[config.mk]
export PLATFORM = sky130hd
export DESIGN_NAME = joystick_controller
export DESIGN_NICKNAME = d
export VERILOG_FILES = /design/src/rtl/joystick_controller.sv
export SDC_FILE = /design/constraint.sdc
export NUM_CORES = 1
export LEC_CHECK = 0
export ABC_AREA = 1
export CORE_ASPECT_RATIO = 1.5
export CORE_MARGIN = 5
export CORE_UTILIZATION = 60
export DETAILED_ROUTE_END_ITERATION = 16
export PLACE_DENSITY = 0.77
export SLEW_MARGIN = 20
export SYNTH_ARGS = -nofsm -noshare
export SYNTH_HDL_FRONTEND = slang
export SYNTH_SLANG_ARGS = --single-unit
[constraint.sdc]
create_clock -name clock -period 1.6 [get_ports clock]
set_input_delay 0.16 -clock clock [delete_from_list [all_inputs] [get_ports clock]]
set_output_delay 0.16 -clock clock [all_outputs]
set_load 0.005 [all_outputs]
[src/rtl/joystick_controller.sv]
// Joystick/button conditioner: 2-flop sync, per-button debounce, press pulses, up/down conflict masking.
// Define JOYSTICK_REPEAT_EN to enable hold-to-repeat on up/down.
module joystick_controller #(
  parameter int DEBOUNCE_CYCLES = 500000,
  parameter int REPEAT_DELAY    = 25000000,
  parameter int REPEAT_PERIOD   = 5000000,
  parameter int CNT_W           = 26
) (
  input  logic       clock,
  input  logic       reset,
  input  logic       btn_up_raw,
  input  logic       btn_down_raw,
  input  logic       btn_select_raw,
  output logic       control_up,
  output logic       control_down,
  output logic       control_select,
  output logic [2:0] held
);

  localparam logic [CNT_W-1:0] DB_LAST = CNT_W'(DEBOUNCE_CYCLES - 1);

  if (DEBOUNCE_CYCLES < 1 || REPEAT_DELAY < 1 || REPEAT_PERIOD < 2 || CNT_W < 2) begin : g_param_check
    $error("joystick_controller: invalid parameter set");
  end

  // Bit order everywhere: {select, down, up}
  logic [2:0] raw;
  logic [2:0] s1;
  logic [2:0] s2;
  logic [2:0] db;
  logic [2:0] db_next;
  logic [2:0] accept;
  logic [2:0] rise;
  logic [1:0] rep_fire;

  assign raw = {btn_select_raw, btn_down_raw, btn_up_raw};

  always_ff @(posedge clock) begin
    if (reset) begin
      s1 <= '0;
      s2 <= '0;
    end else begin
      s1 <= raw;
      s2 <= s1;
    end
  end

  for (genvar i = 0; i < 3; i++) begin : g_db
    logic [CNT_W-1:0] cnt;

    assign accept[i] = (s2[i] != db[i]) && (cnt == DB_LAST);

    always_ff @(posedge clock) begin
      if (reset) begin
        cnt <= '0;
      end else if ((s2[i] == db[i]) || accept[i]) begin
        cnt <= '0;
      end else begin
        cnt <= cnt + CNT_W'(1);
      end
    end
  end

  assign db_next = (db & ~accept) | (s2 & accept);
  assign rise    = accept & s2;

  always_ff @(posedge clock) begin
    if (reset) begin
      db <= '0;
    end else begin
      db <= db_next;
    end
  end

  assign held = db;

`ifdef JOYSTICK_REPEAT_EN
  localparam logic [CNT_W-1:0] RPT_FIRST = CNT_W'(REPEAT_DELAY - 1);
  localparam logic [CNT_W-1:0] RPT_NEXT  = CNT_W'(REPEAT_PERIOD - 1);

  // Down-counter reloads on the press pulse and on every repeat; fires on terminal count.
  for (genvar i = 0; i < 2; i++) begin : g_rpt
    logic [CNT_W-1:0] rpt;

    assign rep_fire[i] = db[i] && db_next[i] && (rpt == '0);

    always_ff @(posedge clock) begin
      if (reset || !db_next[i]) begin
        rpt <= '0;
      end else if (rise[i]) begin
        rpt <= RPT_FIRST;
      end else if (rpt == '0) begin
        rpt <= RPT_NEXT;
      end else begin
        rpt <= rpt - CNT_W'(1);
      end
    end
  end
`else
  assign rep_fire = '0;
`endif

  // Opposing direction's post-update level masks both press and repeat pulses.
  always_ff @(posedge clock) begin
    if (reset) begin
      control_up     <= 1'b0;
      control_down   <= 1'b0;
      control_select <= 1'b0;
    end else begin
      control_up     <= (rise[0] | rep_fire[0]) & ~db_next[1];
      control_down   <= (rise[1] | rep_fire[1]) & ~db_next[0];
      control_select <= rise[2];
    end
  end

endmodule

==> summary.txt, run 1 <==
Synth
  • Post-synth EDFFs: 0
  • Mapped cell area: 4720 sq um
  • Post-Syn Nets: 744
  • Sequential area share after synthesis: 38.1%
  • Synth Flop Type: dfxtp_1
  • Share of flip-flops with an asynchronous set or reset: 0%
  • Synth Register Bits: 90
  • Netlist cell types: 24
  • Ranking of synthesized cells by area: dfxtp_1, nand2_1, nor2_1, inv_1, a21oi_1
  • Area leader, netlist: dfxtp_1
  • Cell count after synthesis: 736
  • Yosys top cell area share: 38.1%
  • Synthesized area per cell: 6.42 sq um
  • Synth Warn #: 0

Setup path
  • Type of origin of the critical path: flip-flop
  • Setup crit end: g_db[1].cnt[15]$_SDFF_PP0_
  • Required time of the critical path: 1.84 ns
  • Crit path DAT: 1.76 ns
  • Worst R2R Setup Slack: 0.07 ns
  • Crit-path cells: nand2_1 -> nand3b_1 -> nor2_1 -> nand2_4 -> nand2_4 -> nor2_1
  • R2r endpoint: g_db[1].cnt[15]$_SDFF_PP0_
  • Slowest stage cell, crit path: dfxtp_1
  • CP Class: reg -> reg
  • Register-to-Register Path Depth: 6
  • Worst setup path start: g_db[1].cnt[16]$_SDFF_PP0_
  • Worst R2R Start: g_db[1].cnt[16]$_SDFF_PP0_
  • CP Max Fanout: 13
  • CP endpoint kind: flip-flop
  • Largest incremental delay on the critical path: 0.34 ns

GRT
  • Vias in the first global route: 4567
  • Total track usage: 24.2%
  • Grt total ovfl: 0
  • Initial antenna violation count: 0
  • Largest net degree at the start of global routing: 27
  • Global-route wire length before repair: 18900 microns

Drt
  • Number of antenna-violating nets in the routed design: 0
  • DRT iter0 DRCs: 361
  • Total wire length: 11300 microns
  • Residual DRC: 0
  • Vias per Instance: 5.27
  • Pre-antenna DRT Iters: 6
  • Vias post-DR: 4704
  • WL/cell: 12.7 microns

Clock tree
  • Clock root buffer master: clkbuf_16
  • CTS tree: built
  • Hold Buf Count CTS: 0
  • Clk Latency, worst-skew pair: 0.35 ns
  • Clk buf depth: 2
  • Total CTS buffers: 9
  • Clock sink count: 90
  • Reg clk slew, reported paths: 0.06 ns
  • CTS H-tree depth: 3

Power
  • IR drop worst, VDD: 0.720 mV
  • Leakage: 1.78 nW
  • P per Cell Area: 802 nW/um^2

Floorplan
  • Die area: 9780 sq um
  • Core Area: 7660 sq um
  • Die Ht: 119 microns
  • Die Width: 82.4 microns
  • Top Ports: 11
  • Rows: 39
  • Starting Density: 61.7%

Placement
  • RePlAce Congestion: 0.918
  • Detailed Place HPWL: 8090 microns
  • Placed cells: 873
  • PortBufs: 10

Cells and area
  • Layout Nets: 793
  • Number of diodes: 0
  • Non-Filler Instances: 892
  • Area grow syn2layout: 17.4%
  • Share of cells above drive strength 1: 10.9%

Timing
  • Setup TNS: 0 ns
  • Final hold vios: 0
  • Max frequency: 0.655 GHz
  • Min Tclk post-route: 1.53 ns
  • Slew Viols, Final: 0
  • Final setup fails: 0
  • Setup Skew: 0.00449 ns
  • Worst slew margin: 72.4%
  • Least-Margin Pin Slew: 0.415 ns
  • Crit share post-route: 95.4%

Run status
  • Status: finished clean

Hold path
  • HP Class: in -> reg

Run
  • Max-capacitance violation count: 0
## through the flow
step                      worst slack (ns)  util, %  hold slack [ns]  cell area [sq um]  power [W]
final                               0.0738     72.4            0.330               5540    0.00445
after global routing               -0.0113     72.4            0.357               5540    0.00459
after CTS                          0.00321     70.8            0.326               5430    0.00447
after detailed placement           0.00494     66.8            0.398               5120    0.00236
after global placement              0.0388     66.8            0.393               5120    0.00236
after floorplan                      0.178        -            0.267               4720    0.00234
## layout make-up
class	count	area, sq um
multi-input combinational	572	2700
fill	626	2120
sequential	90	1800
timing repair buffer	43	360
inverter	69	259
clock buffer	12	246
tap	102	128
clock inverter	4	51.3
## routing by layer
layer	GRT usage [%]	share of wire (%)	vias to the layer above
met2	42.2	52	130
li1	-	-	2383
met3	4.41	3.9	39
met5	0	0	-
met4	12.8	4.0	0
met1	26.9	40	2152
## worst max-delay path, delay by kind of cell, from the launching register on
kind	cells	cell delay, ns
simple gates	6	1.08
flops	1	0.34
## power by group
part	internal (W)	leakage (nW)	switching (W)	total (W)
clock network	0.00125	0.143	0.000870	0.00212
logic	0.0000288	0.907	0.0000396	0.0000684
registers	0.00225	0.727	0.00000509	0.00225
## how the worst min path moves through the flow
stage                        to  depth (start not counted)              from
2_1_floorplan  s1[0]$_SDFF_PP0_                          2        btn_up_raw
3_3_place_gp   s2[2]$_SDFF_PP0_                          2  s1[2]$_SDFF_PP0_
4_1_cts        s1[0]$_SDFF_PP0_                          3        btn_up_raw
6_report       s1[0]$_SDFF_PP0_                          3        btn_up_raw
5_1_grt        s1[0]$_SDFF_PP0_                          3        btn_up_raw
3_5_place_dp   s2[1]$_SDFF_PP0_                          2  s1[1]$_SDFF_PP0_
## state kept, by name, indices dropped and copies added, names as in the netlist, named ones only
signal	flops
g_db.cnt	78
held	2
control_select	1
control_up	1
s2	3
control_down	1
s1	3
## layout by cell type, fill, tap and decap left out, drive strengths merged
cell type      count
nand3             28
nor2             196
ha                 3
or2                3
o21ai              9
nor3               4
nand2            233
clkbuf            12
inv               69
clkdlybuf4s50     10
buf               33
nand4             10
o21a               2
xor2              12
a21oi             41
bufinv             1
clkinvlp           1
clkinv             2
xnor2             14
dfxtp             90
nand3b            17
## kinds of logic after synthesis
kind of cell    Yosys count  share of synthesized area (%)
compound gates           52                           5.62
xor+xnor                 26                           4.82
fa+ha+maj                 3                          0.795
buf+inv                  76                           7.02
flops                    90                           38.1
simple gates            489                           43.6
## Yosys cell counts, types with 4 or more instances
cell and count:
a21oi_1 41, buf_6 6, dfxtp_1 90, inv_1 67, nand2_1 222, nand2_2 6
nand3_1 27, nand3b_1 17, nand4_1 10, nor2_1 184, nor2_2 9, nor3_1 4
o21ai_0 9, xnor2_1 14, xor2_1 12
## timing repair
action / in CTS / in global routing
setup endpoints to repair: 1 / 48
pin swaps: 0 / 3
setup buffers: 0 / 1
gates resized for setup: 1 / 20
cloned: 0 / 2
Power figures use the tool's default switching activity.
==> run 2: changes to the inputs <==
--- a/config.mk
+++ b/config.mk
@@ -9,6 +9,7 @@
 export CORE_ASPECT_RATIO = 1.5
 export CORE_MARGIN = 5
 export CORE_UTILIZATION = 60
+export CTS_CLUSTER_SIZE = 24
 export DETAILED_ROUTE_END_ITERATION = 16
 export PLACE_DENSITY = 0.77
 export SLEW_MARGIN = 20
==> results of run 2 <==
Final layout, timing and power as in run 1 (identical DEF).
==> run 3: changes to the inputs <==
--- a/config.mk
+++ b/config.mk
@@ -11,6 +11,7 @@
 export CORE_UTILIZATION = 60
 export CTS_CLUSTER_SIZE = 24
 export DETAILED_ROUTE_END_ITERATION = 16
+export HOLD_SLACK_MARGIN = 0.06
 export PLACE_DENSITY = 0.77
 export SLEW_MARGIN = 20
 export SYNTH_ARGS = -nofsm -noshare
==> results of run 3 <==
Final layout, timing and power as in run 1 (identical DEF).
